<file path="src/rtl/mem_common_pkg.sv">
// Shared definitions for the memory read path: FSM state encoding and response FIFO entry width.
package mem_common_pkg;

   typedef enum logic [1:0] {
      StIdle  = 2'd0,
      StRun   = 2'd1,
      StFlush = 2'd2
   } mem_state_e;

   // A FIFO entry carries the data word plus its last-of-burst flag in the MSB.
   function automatic int unsigned fifo_entry_w(input int unsigned data_w);
      return data_w + 1;
   endfunction

endpackage

</file>
<file path="src/rtl/mem_rd_resp_fifo.sv">
// Synchronous response FIFO with occupancy count and synchronous clear; Depth must be a power of 2.
module mem_rd_resp_fifo #(
   parameter int unsigned Width = 9,
   parameter int unsigned Depth = 4
) (
   input  logic                     clk,
   input  logic                     rst_n,
   input  logic                     clr_i,
   input  logic                     push_i,
   input  logic [Width-1:0]         push_data_i,
   input  logic                     pop_i,
   output logic [Width-1:0]         pop_data_o,
   output logic                     empty_o,
   output logic [$clog2(Depth):0]   count_o
);

   localparam int unsigned PtrW = $clog2(Depth);

   logic [Width-1:0] mem_q [Depth];
   logic [PtrW:0]    wr_ptr_q;
   logic [PtrW:0]    rd_ptr_q;

   // Pointers carry one extra wrap bit so full and empty are distinguishable.
   always_ff @(posedge clk) begin
      if (!rst_n || clr_i) begin
         wr_ptr_q <= '0;
         rd_ptr_q <= '0;
      end else begin
         if (push_i) wr_ptr_q <= wr_ptr_q + (PtrW+1)'(1);
         if (pop_i)  rd_ptr_q <= rd_ptr_q + (PtrW+1)'(1);
      end
   end

   always_ff @(posedge clk) begin
      if (push_i) mem_q[wr_ptr_q[PtrW-1:0]] <= push_data_i;
   end

   assign pop_data_o = mem_q[rd_ptr_q[PtrW-1:0]];
   assign empty_o    = (wr_ptr_q == rd_ptr_q);
   assign count_o    = wr_ptr_q - rd_ptr_q;

endmodule

</file>
<file path="src/rtl/mem_rd_streamer.sv">
// Burst read sequencer: issues credit-limited reads to a 1-cycle-latency memory and streams the words.
// Optional abort/flush support is enabled by defining MEM_RD_STREAMER_ABORT_EN.
module mem_rd_streamer
   import mem_common_pkg::*;
#(
   parameter int unsigned DATA_W     = 8,
   parameter int unsigned ADDR_W     = 8,
   parameter int unsigned LEN_W      = 8,
   parameter int unsigned FIFO_DEPTH = 4
) (
   input  logic              clk,
   input  logic              rst_n,
   input  logic [ADDR_W-1:0] cmd_addr_i,
   input  logic [LEN_W-1:0]  cmd_len_i,
   input  logic              cmd_vld_i,
   output logic              cmd_rdy_o,
`ifdef MEM_RD_STREAMER_ABORT_EN
   input  logic              abort_i,
`endif
   output logic [ADDR_W-1:0] mem_rd_addr_o,
   output logic              mem_rd_vld_o,
   input  logic [DATA_W-1:0] mem_rd_data_i,
   input  logic              mem_rd_rdy_i,
   output logic [DATA_W-1:0] strm_data_o,
   output logic              strm_last_o,
   output logic              strm_vld_o,
   input  logic              strm_rdy_i,
   output logic              busy_o
);

   localparam int unsigned CNT_W   = $clog2(FIFO_DEPTH) + 1;
   localparam int unsigned ENTRY_W = fifo_entry_w(DATA_W);

   mem_state_e        state_q;
   logic [ADDR_W-1:0] addr_q;
   logic [LEN_W-1:0]  len_q;
   logic [LEN_W-1:0]  issue_left_q;
   logic [LEN_W-1:0]  push_cnt_q;
   logic              issue_pending_q;
   logic              inflight_q;

   logic               issue;
   logic               push;
   logic               pop;
   logic               fifo_clr;
   logic               fifo_empty;
   logic [CNT_W-1:0]   fifo_count;
   logic [CNT_W:0]     credit_used;
   logic [ENTRY_W-1:0] fifo_rd_data;

`ifdef MEM_RD_STREAMER_ABORT_EN
   logic abort;
   assign abort    = abort_i & (state_q == StRun);
   assign fifo_clr = abort | (state_q == StFlush);
`else
   assign fifo_clr = 1'b0;
`endif

   // Memory cannot be stalled, so every read needs a guaranteed FIFO slot before it is issued.
   assign credit_used = {1'b0, fifo_count} + {{CNT_W{1'b0}}, inflight_q};
   assign issue       = (state_q == StRun) & issue_pending_q
                        & (credit_used < (CNT_W+1)'(FIFO_DEPTH));
   assign push        = mem_rd_rdy_i & inflight_q & (state_q == StRun);
   assign pop         = strm_vld_o & strm_rdy_i;

   always_ff @(posedge clk) begin
      if (!rst_n) begin
         state_q         <= StIdle;
         addr_q          <= '0;
         len_q           <= '0;
         issue_left_q    <= '0;
         push_cnt_q      <= '0;
         issue_pending_q <= 1'b0;
         inflight_q      <= 1'b0;
      end else begin
         inflight_q <= issue;
         if (issue) begin
            addr_q       <= addr_q + ADDR_W'(1);
            issue_left_q <= issue_left_q - LEN_W'(1);
            if (issue_left_q == '0) issue_pending_q <= 1'b0;
         end
         if (push) push_cnt_q <= push_cnt_q + LEN_W'(1);
         unique case (state_q)
            StIdle: begin
               if (cmd_vld_i) begin
                  state_q         <= StRun;
                  addr_q          <= cmd_addr_i;
                  len_q           <= cmd_len_i;
                  issue_left_q    <= cmd_len_i;
                  push_cnt_q      <= '0;
                  issue_pending_q <= 1'b1;
               end
            end
            StRun: begin
`ifdef MEM_RD_STREAMER_ABORT_EN
               if (abort) begin
                  state_q         <= StFlush;
                  issue_pending_q <= 1'b0;
               end else
`endif
               if (pop && fifo_rd_data[DATA_W]) state_q <= StIdle;
            end
`ifdef MEM_RD_STREAMER_ABORT_EN
            // Any read issued in the abort cycle returns here and is discarded.
            StFlush: begin
               if (!inflight_q) state_q <= StIdle;
            end
`endif
            default: state_q <= StIdle;
         endcase
      end
   end

   mem_rd_resp_fifo #(
      .Width (ENTRY_W),
      .Depth (FIFO_DEPTH)
   ) u_resp_fifo (
      .clk         (clk),
      .rst_n       (rst_n),
      .clr_i       (fifo_clr),
      .push_i      (push),
      .push_data_i ({(push_cnt_q == len_q), mem_rd_data_i}),
      .pop_i       (pop),
      .pop_data_o  (fifo_rd_data),
      .empty_o     (fifo_empty),
      .count_o     (fifo_count)
   );

   assign cmd_rdy_o     = (state_q == StIdle);
   assign busy_o        = (state_q != StIdle);
   assign mem_rd_vld_o  = issue;
   assign mem_rd_addr_o = addr_q;
   assign strm_vld_o    = ~fifo_empty & (state_q == StRun);
   assign strm_data_o   = strm_vld_o ? fifo_rd_data[DATA_W-1:0] : '0;
   assign strm_last_o   = strm_vld_o & fifo_rd_data[DATA_W];

endmodule

</file>
<file path="config.mk">
export PLATFORM = sky130hd
export DESIGN_NAME = mem_rd_streamer
export DESIGN_NICKNAME = d
export VERILOG_FILES = /design/src/rtl/mem_common_pkg.sv /design/src/rtl/mem_rd_resp_fifo.sv /design/src/rtl/mem_rd_streamer.sv
export SDC_FILE = /design/constraint.sdc
export NUM_CORES = 1
export LEC_CHECK = 0
export ABC_CLOCK_PERIOD_IN_PS = 2700
export CAP_MARGIN = 0
export CORE_UTILIZATION = 31
export DETAILED_ROUTE_END_ITERATION = 7
export PLACE_DENSITY = 0.46
export SETUP_SLACK_MARGIN = 0.3
export SYNTH_ARGS = -nofsm -noshare
export SYNTH_HDL_FRONTEND = slang
export SYNTH_SLANG_ARGS = --single-unit
</file>
<file path="constraint.sdc">
create_clock -name clk -period 2.7 [get_ports clk]
set_clock_uncertainty 0.1 [all_clocks]
set_input_delay 0.54 -clock clk [delete_from_list [all_inputs] [get_ports clk]]
set_output_delay 0.54 -clock clk [all_outputs]
set_load 0.01 [all_outputs]
</file>
Word-level counts from Yosys, hierarchy flattened:

Memory sizes are Yosys's and may differ from the RTL's. A register that Yosys moved wholly into a read port is not among the register bits.
Index checks and enable logic that the tools add are counted.

* eq/ne operators: 5
* muxes and demuxes: 21
* reduce and logical (&&, ||, !) cells: 6
* add/sub/neg operators: 7
* $lt $le $gt $ge: 1
* bitwise logic cells: 8

Operators by type and width (count)
* two-way mux 8 bit: 10
* adder 8 x 1 -> 8 bit (second input constant): 2
* == test 8 bit: 1
* logical NOT 8 bit: 1
* two-way mux 2 bit: 4
* subtractor 8 x 1 -> 8 bit (second input constant): 1
* bitwise AND 1 bit: 7
* adder 3 x 1 -> 3 bit (second input constant): 2
* two-way mux 1 bit: 6
* adder 3 x 1 -> 4 bit: 1
* < comparator 4 x 3 -> 1 bit (second input constant): 1
* case mux 2 bit (2 select lines): 1
* AND reduction 2 bit: 2
* == test 3 bit: 1
* subtractor 3 bit: 1
* == test 2 x 1 -> 1 bit (second input constant): 1
* logical NOT 2 bit: 1
* inequality test 2 x 1 -> 1 bit (second input constant): 1
* inequality test 2 bit (second input constant): 1
* nonzero test 2 bit: 1
* logical AND 1 bit: 1
* NOT 1 bit: 1

* output and inout bits: 21
* memories kept: 1
* bits in registers: 42
* memory bits (writable): 36

Memories
* u_resp_fifo.mem_q: depth 4, width 9, rd ports 1, clocked after memory_dff 1, write ports 1, line mem_rd_resp_fifo.sv:19 `logic [Width-1:0] mem_q [Depth];`

Depth between registers and ports, before layout:

Gate-level depths: netlist of the first run.

* depth in word-level cells: 7
* mapped depth: 9

By module:

A second synthesis of the first run with hierarchy kept.

* cell total of the unflattened synthesis: 307
* area, all modules: 3537.1 µm²

Modules (own cells, without submodules)
* mem_rd_streamer: area an instance 1788.0 µm², times used 1, cells each 214
* mem_rd_resp_fifo: area an instance 1749.2 µm², times used 1, cells each 93

Worst setup path after synthesis of the first run:

OpenSTA, ideal clock, no wires.

* kind: register -> output
* from: register u_resp_fifo.wr_ptr_q[0]
* to: output mem_rd_vld_o
* cell stages (with the launch flop): 9
* path slack: 0.109 ns
* arrival: 1.951 ns
* buffers on the path: 2
* path through: dfxtp_1 -> inv_1 -> ha_1 -> fa_1 -> or3b_2 -> buf_2 -> nand3_2 -> buf_4 -> inv_1

* cells in the longest elaborated chain, start to end: 4

Ends and longest elaborated chain
* start, declared: line mem_rd_resp_fifo.sv:20 `logic [PtrW:0] wr_ptr_q;`
* start signal, assigned: line mem_rd_resp_fifo.sv:29 `if (push_i) wr_ptr_q <= wr_ptr_q + (PtrW+1)'(1);`
* subtractor 3 bit: line mem_rd_resp_fifo.sv:40 `assign count_o = wr_ptr_q - rd_ptr_q;`
* adder 3 x 1 -> 4 bit: line mem_rd_streamer.sv:60 `assign credit_used = {1'b0, fifo_count} + {{CNT_W{1'b0}}, inflight_q};`
* < comparator 4 x 3 -> 1 bit: line mem_rd_streamer.sv:62 `& (credit_used < (CNT_W+1)'(FIFO_DEPTH));`
* bitwise AND 1 bit: line mem_rd_streamer.sv:62
* end, declared: line mem_rd_streamer.sv:21 `output logic mem_rd_vld_o,`

No other way between the ends.

Worst setup path after layout of the first run:

* from: register u_resp_fifo.rd_ptr_q[0]
* to: output mem_rd_vld_o

* cells in the longest elaborated chain, start to end: 4

Ends and longest elaborated chain
* start, declared: line mem_rd_resp_fifo.sv:21 `logic [PtrW:0] rd_ptr_q;`
* start signal, assigned: line mem_rd_resp_fifo.sv:30 `if (pop_i) rd_ptr_q <= rd_ptr_q + (PtrW+1)'(1);`
* subtractor 3 bit: line mem_rd_resp_fifo.sv:40
* adder 3 x 1 -> 4 bit: line mem_rd_streamer.sv:60
* < comparator 4 x 3 -> 1 bit: line mem_rd_streamer.sv:62
* bitwise AND 1 bit: line mem_rd_streamer.sv:62

No other way between the ends.

==> impl_metrics.env, run 1 <==
export IMPL_switchingPower_w=0.000637
export IMPL_syn_cell_area_um2=3530
export IMPL_slew_headroom_pct=79.9
export IMPL_rsz0062_at_grt="yes"
export IMPL_final_net_count=429
export IMPL_rows=38
export IMPL_grt_pass1_wl_mm=13.0
export IMPL_preCtsSetupSlack_ns=0.0704
export IMPL_layout_commonest_cell="clkdlybuf4s50_1"
export IMPL_antenna_found_initial=0
export IMPL_stdcell_count=533
export IMPL_worstPathArrival_ns=1.90
export IMPL_most_common_layout_cells="clkdlybuf4s50_1, dfxtp_1, edfxtp_1, nand2_1, buf_4"
export IMPL_gp_congestion=0.736
export IMPL_design_area_um2=4700
export IMPL_grt_max_degree=31
export IMPL_cts_buffers=9
export IMPL_cell_internal_pwr_w=0.00203
export IMPL_hold_path_class="reg2reg"
export IMPL_min_period_ns=2.54
export IMPL_routed_wl_mm=8.01
export IMPL_synth_seq_cells=79
export IMPL_ys_flop_type="dfxtp_1"
export IMPL_max_slew_worst_pin_slew_ns=0.299
export IMPL_ir_worst_vdd_v=0.000281
export IMPL_worst_slack_ns=0.156
export IMPL_grt_ovfl_total=0
export IMPL_synthesis_instances=313
export IMPL_vias=2529
export IMPL_status="finished, final reports clean"
export IMPL_cp_required_ns=2.06
export IMPL_cap_violations=0
export IMPL_yosysSeqAreaShare_pct=55.0
export IMPL_die_area_um2=11800
export IMPL_clkSinkCount=79
export IMPL_route_detailed_drc=0
export IMPL_root_buffer="clkbuf_16"
export IMPL_cts_buffer_depth=2
export IMPL_grt_pass1_vias=2472
export IMPL_ff_latch_area_um2=1950
export IMPL_dieWidth_um=109
export IMPL_finalCritPeriodShare_pct=94.2
export IMPL_grt_use_met2_pct=23.1
export IMPL_fp_coreArea_um2=11000
export IMPL_dp_cells=508
export IMPL_io_buffer_count=49
export IMPL_cts_tree="built"
export IMPL_drtIter0Drc=70
export IMPL_use_met3_pct=3.71
export IMPL_cts_htree_levels=3
export IMPL_p_seq_share_pct=49.2
export IMPL_grt_usage_pct=14.7
export IMPL_crit_fanout=3
export IMPL_critical_path_class="reg2out"
export IMPL_fin_util_pct=42.8
export IMPL_power_frac_comb_pct=8.4
export IMPL_ys_async_sr_fraction_pct=0
export IMPL_clk_pin_slew_ns=0.06
export IMPL_drtAntennaViolNets=0
export IMPL_maxSlewViolCount=0
export IMPL_clk_latency_ns=0.33
export IMPL_die_h_um=109
export IMPL_hpwl_mm=5.56
export IMPL_io_pins=50
export IMPL_synth_enable_flop_cells=36
export IMPL_synth_cell_types=40
export IMPL_p_clk_share_pct=42.4
export IMPL_via_per_inst=4.74
export IMPL_ys_warn_count=0
export IMPL_num_antenna_cells=0
export IMPL_p_per_area_nw_per_um2=567
export IMPL_layout_drive_gt1_share_pct=21.4
export IMPL_busiest_layer="met2"
export IMPL_setup_viol=0
export IMPL_met1_usage_pct=20.0
export IMPL_syn_num_nets=354
export IMPL_hold_viol=0
export IMPL_start_util_pct=32.2
export IMPL_syn_to_final_growth_pct=32.9
export IMPL_endpoint_kind="output port"
export IMPL_avgSynthCellArea_um2=11.3
export IMPL_drt_first_pass_iters=4
export IMPL_sw_frac_of_total_pct=23.9
export IMPL_start_kind="flip-flop"
export IMPL_postPlaceCellArea_um2=4300
export IMPL_wl_per_cell_um=15.0
export IMPL_fin_setup_tns_ns=0
export IMPL_multi_input_area_um2=1550
export IMPL_max_freq_mhz=393
export IMPL_p_leak_nw=1.66
export IMPL_fillers=1076
cells in the mapped netlist (all sizes together), types with 2 or more instances:
cell    count  area [um2]
a31oi       7        43.8
mux4        9         203
and2       14        87.6
edfxtp     36        1080
o21ai      17        85.1
clkbuf     12        45.0
nand4      10        77.6
buf         4        22.5
nor3        4        20.0
dfxtp      43         861
ha         11         138
or4         4        30.0
nand3       6        35.0
mux2i       2        20.0
o31ai       6        45.0
and3        3        18.8
xor2        9        78.8
xnor2      15         131
inv         9        33.8
a21oi      20         100
or3         6        37.5
nand2      31         116
nand2b      2        12.5
a211oi      2        15.0
nor2       19        71.3
worst max-delay path: stages, from the launching register on:
cell	delay, ns
dfxtp_2	0.38
ha_4	0.14
fa_2	0.42
or3b_4	0.40
nand3_4	0.08
inv_2	0.04
buf_6	0.11
metrics by stage:
stage | hold slack (ns) | power (W)
floorplan | 0.344 | 0.00144
global placement | 0.362 | 0.00156
detailed placement | 0.368 | 0.00156
CTS | 0.377 | 0.00271
global route | 0.401 | 0.00279
finish | 0.375 | 0.00266
cell families (layout without fill, tap and decap cells):
| kind of cell | count (synthesis) | after routing | synth area share [%] |
|---|---|---|---|
| AO/OA/AOI/OAI | 55 | 55 | 8.96 |
| XOR/XNOR | 25 | 25 | 6.62 |
| adder cells (fa/ha/maj) | 12 | 12 | 4.46 |
| buffers and inverters | 25 | 105 | 2.87 |
| flip-flops | 79 | 79 | 55.0 |
| multiplexers | 11 | 11 | 6.30 |
| AND/OR/NAND/NOR | 106 | 106 | 15.8 |
routing by layer:
| metal | vias up | share of wire [%] |
|---|---|---|
| met2 | 36 | 46 |
| met1 | 1208 | 49 |
| met5 | - | 0 |
| li1 | 1278 | - |
| met4 | 0 | 0.79 |
| met3 | 7 | 3.9 |
path summary, 6_finish.rpt:
path / start / slack [ns] / cells after the start / to
setup / recovery: u_resp_fifo.rd_ptr_q[0] / 0.16 / 6 / mem_rd_vld_o
hold / removal: len_q[1] / 0.38 / 2 / len_q[1]
setup reg to reg: u_resp_fifo.wr_ptr_q[0] / 0.39 / 8 / issue_left_q[5]
hold reg to reg: len_q[1] / 0.38 / 2 / len_q[1]
sequential cells by signal, indices dropped and copies added, names as in the netlist, named ones only:
signal / cells
inflight_q: 1
u_resp_fifo.mem_q: 36
u_resp_fifo.rd_ptr_q: 3
push_cnt_q: 8
issue_left_q: 8
issue_pending_q: 1
len_q: 8
u_resp_fifo.wr_ptr_q: 3
mem_rd_addr_o: 8
state_q: 1
timing repair:
action                                  4_1_cts  5_1_grt
hold endpoints to repair                      0        0
setup buffers                                 5        3
hold buffers                                  0        0
resized for setup                            35       20
cloned                                        1        0
pin swaps                                     5        7
endpoints found under the setup margin       13       15
power by group through the flow:
| stage | Sequential (W) | Combinational [W] | Clock, W |
|---|---|---|---|
| CTS | 0.00131 | 0.000228 | 0.00117 |
| finish | 0.00131 | 0.000225 | 0.00113 |
| global route | 0.00131 | 0.000251 | 0.00123 |
| global placement | 0.00134 | 0.000222 | 0 |
| detailed placement | 0.00134 | 0.000224 | 0 |
| floorplan | 0.00134 | 0.000107 | 0 |
final cells by class:
| class | count | share of cell area, % |
|---|---|---|
| repair buffers | 80 | 14.9 |
| clock inverters | 7 | 1.15 |
| clock buffers | 9 | 4.80 |
| multi-input cells | 209 | 33.1 |
| well taps | 140 | 3.73 |
| inverters | 9 | 0.719 |
| flip-flops and latches | 79 | 41.6 |
(Power assumes the default switching activity.)
==> run 2: changes to the inputs <==
SLEW_MARGIN = 25   (was unset)
==> results of run 2 <==
Same layout as run 1: the final DEF is identical, and so are final timing and power.
==> run 3: changes to the inputs <==
CORE_MARGIN = 2   (was unset)
CORE_UTILIZATION = 54   (was 31)
PLACE_DENSITY = 0.75   (was 0.46)
==> impl_metrics.env, run 3 (same netlist as run 1, synthesis figures left out) <==
export IMPL_syn_to_final_growth_pct=29.4
export IMPL_grt_usage_pct=21.0
export IMPL_rows=29
export IMPL_r2r_cells=9
export IMPL_start_kind="flip-flop"
export IMPL_grt_pass1_wl_mm=11.8
export IMPL_r2r_setup_slack_ns=0.22
export IMPL_wl_per_cell_um=15.9
export IMPL_cp_required_ns=2.06
export IMPL_final_net_count=425
export IMPL_worstPathArrival_ns=1.93
export IMPL_fillers=439
export IMPL_p_leak_nw=1.65
export IMPL_rsz0062_at_grt="yes"
export IMPL_most_common_layout_cells="clkdlybuf4s50_1, dfxtp_1, edfxtp_1, nand2_1, a21oi_1"
export IMPL_route_detailed_drc=0
export IMPL_max_slew_worst_pin_slew_ns=0.511
export IMPL_hold_start="len_q[3]"
export IMPL_p_per_area_nw_per_um2=571
export IMPL_grt_ovfl_total=0
export IMPL_drtIter0Drc=169
export IMPL_cts_tree="built"
export IMPL_gp_congestion=0.823
export IMPL_cts_buffer_depth=2
export IMPL_clk_latency_ns=0.34
export IMPL_finalCritPeriodShare_pct=95.2
export IMPL_critical_path_class="reg2out"
export IMPL_layout_commonest_cell="clkdlybuf4s50_1"
export IMPL_wl_met2_mm=3.70
export IMPL_max_freq_mhz=389
export IMPL_hold_viol=0
export IMPL_fp_coreArea_um2=6350
export IMPL_root_buffer="clkbuf_8"
export IMPL_whs_endpoint="len_q[3]"
export IMPL_io_pins=50
export IMPL_largest_reg_flops=36
export IMPL_hold_depth=2
export IMPL_r2r_end="issue_left_q[5]"
export IMPL_layout_drive_gt1_share_pct=20.6
export IMPL_grt_pass1_vias=2479
export IMPL_endpoint_kind="output port"
export IMPL_ir_worst_vdd_v=0.000434
export IMPL_die_area_um2=7210
export IMPL_hold_path_class="reg2reg"
export IMPL_antenna_found_initial=0
export IMPL_grt_max_degree=21
export IMPL_status="finished, final reports clean"
export IMPL_wl_met1_mm=3.34
export IMPL_clk_pin_slew_ns=0.09
export IMPL_io_buffer_count=49
export IMPL_cap_violations=0
export IMPL_min_period_ns=2.57
export IMPL_fin_setup_tns_ns=0
export IMPL_slew_headroom_pct=65.9
export IMPL_die_h_um=84.9
export IMPL_via_per_inst=5.54
export IMPL_crit_fanout=3
export IMPL_cts_buffers=9
export IMPL_setup_viol=0
export IMPL_clkSinkCount=79
export IMPL_cts_htree_levels=3
export IMPL_maxSlewViolCount=0
export IMPL_dp_cells=438
export IMPL_stdcell_count=466
export IMPL_wl_met3_um=323
export IMPL_drtAntennaViolNets=0
export IMPL_start_util_pct=55.6
export IMPL_top_layer="met4"
export IMPL_timing_rr_start="u_resp_fifo.wr_ptr_q[0]"
export IMPL_routed_wl_mm=7.43
export IMPL_num_antenna_cells=0
export IMPL_drt_first_pass_iters=4
export IMPL_vias=2583
export IMPL_hpwl_mm=5.02
export IMPL_dieWidth_um=84.9
==> run 3: timing repair <==
| item | 4_1_cts | 5_1_grt |
|---|---|---|
| hold buffers | 0 | 0 |
| setup endpoints to repair | 12 | 10 |
| resized for setup | 52 | 12 |
| pin swaps | 4 | 10 |
| setup buffers | 6 | 6 |
| hold endpoints to repair | 0 | 0 |
==> run 3: per-layer routing <==
layer | vias to the layer above | GRT usage (%)
met5 | - | 0
met2 | 61 | 34.4
met3 | 8 | 5.45
met4 | 0 | 5.77
li1 | 1273 | -
met1 | 1241 | 28.0
==> run 3: how the worst max path moves through the flow <==
stage | slack, ns | startpoint | cells after the start | end
floorplan | 0.31 | u_resp_fifo.wr_ptr_q[0] | 8 | mem_rd_vld_o
global placement | 0.13 | u_resp_fifo.wr_ptr_q[0] | 7 | mem_rd_vld_o
detailed placement | 0.12 | u_resp_fifo.wr_ptr_q[0] | 7 | mem_rd_vld_o
CTS | 0.09 | u_resp_fifo.wr_ptr_q[0] | 7 | mem_rd_vld_o
global route | 0.08 | u_resp_fifo.wr_ptr_q[1] | 6 | mem_rd_vld_o
finish | 0.13 | u_resp_fifo.rd_ptr_q[0] | 6 | mem_rd_vld_o
==> run 3: critical path, cell delays in order (launching register included) <==
cell     delay, ns
dfxtp_2       0.39
ha_4          0.15
fa_2          0.42
or3b_4        0.40
nand3_4       0.09
inv_2         0.04
buf_6         0.11
==> run 3: layout make-up <==
class	count	area, um2	area share [%]
well taps	77	96.3	2.11
inverters	9	33.8	0.739
multi-input cells	209	1550	34.0
clock inverters	7	128	2.79
repair buffers	76	682	14.9
flip-flops and latches	79	1960	42.8
clock buffers	9	124	2.71
==> run 3: stage by stage <==
| stage | area [um2] | util (%) | setup slack (ns) | hold WS [ns] | power (W) |
|---|---|---|---|---|---|
| 2_1_floorplan | 3550 | - | 0.308 | 0.344 | 0.00144 |
| 3_3_place_gp | 4170 | 65.7 | 0.133 | 0.362 | 0.00155 |
| 3_5_place_dp | 4170 | 65.7 | 0.124 | 0.363 | 0.00155 |
| 4_1_cts | 4500 | 70.8 | 0.0901 | 0.375 | 0.00262 |
| 5_1_grt | 4570 | 72.0 | 0.0752 | 0.397 | 0.00270 |
| 6_report | 4570 | 72.0 | 0.129 | 0.374 | 0.00261 |
==> run 3: report_power, final <==
| group | switching, W | internal (W) |
|---|---|---|
| logic | 0.000105 | 0.000114 |
| registers | 0.0000307 | 0.00128 |
| clock network | 0.000454 | 0.000629 |
| total | 0.000589 | 0.00202 |
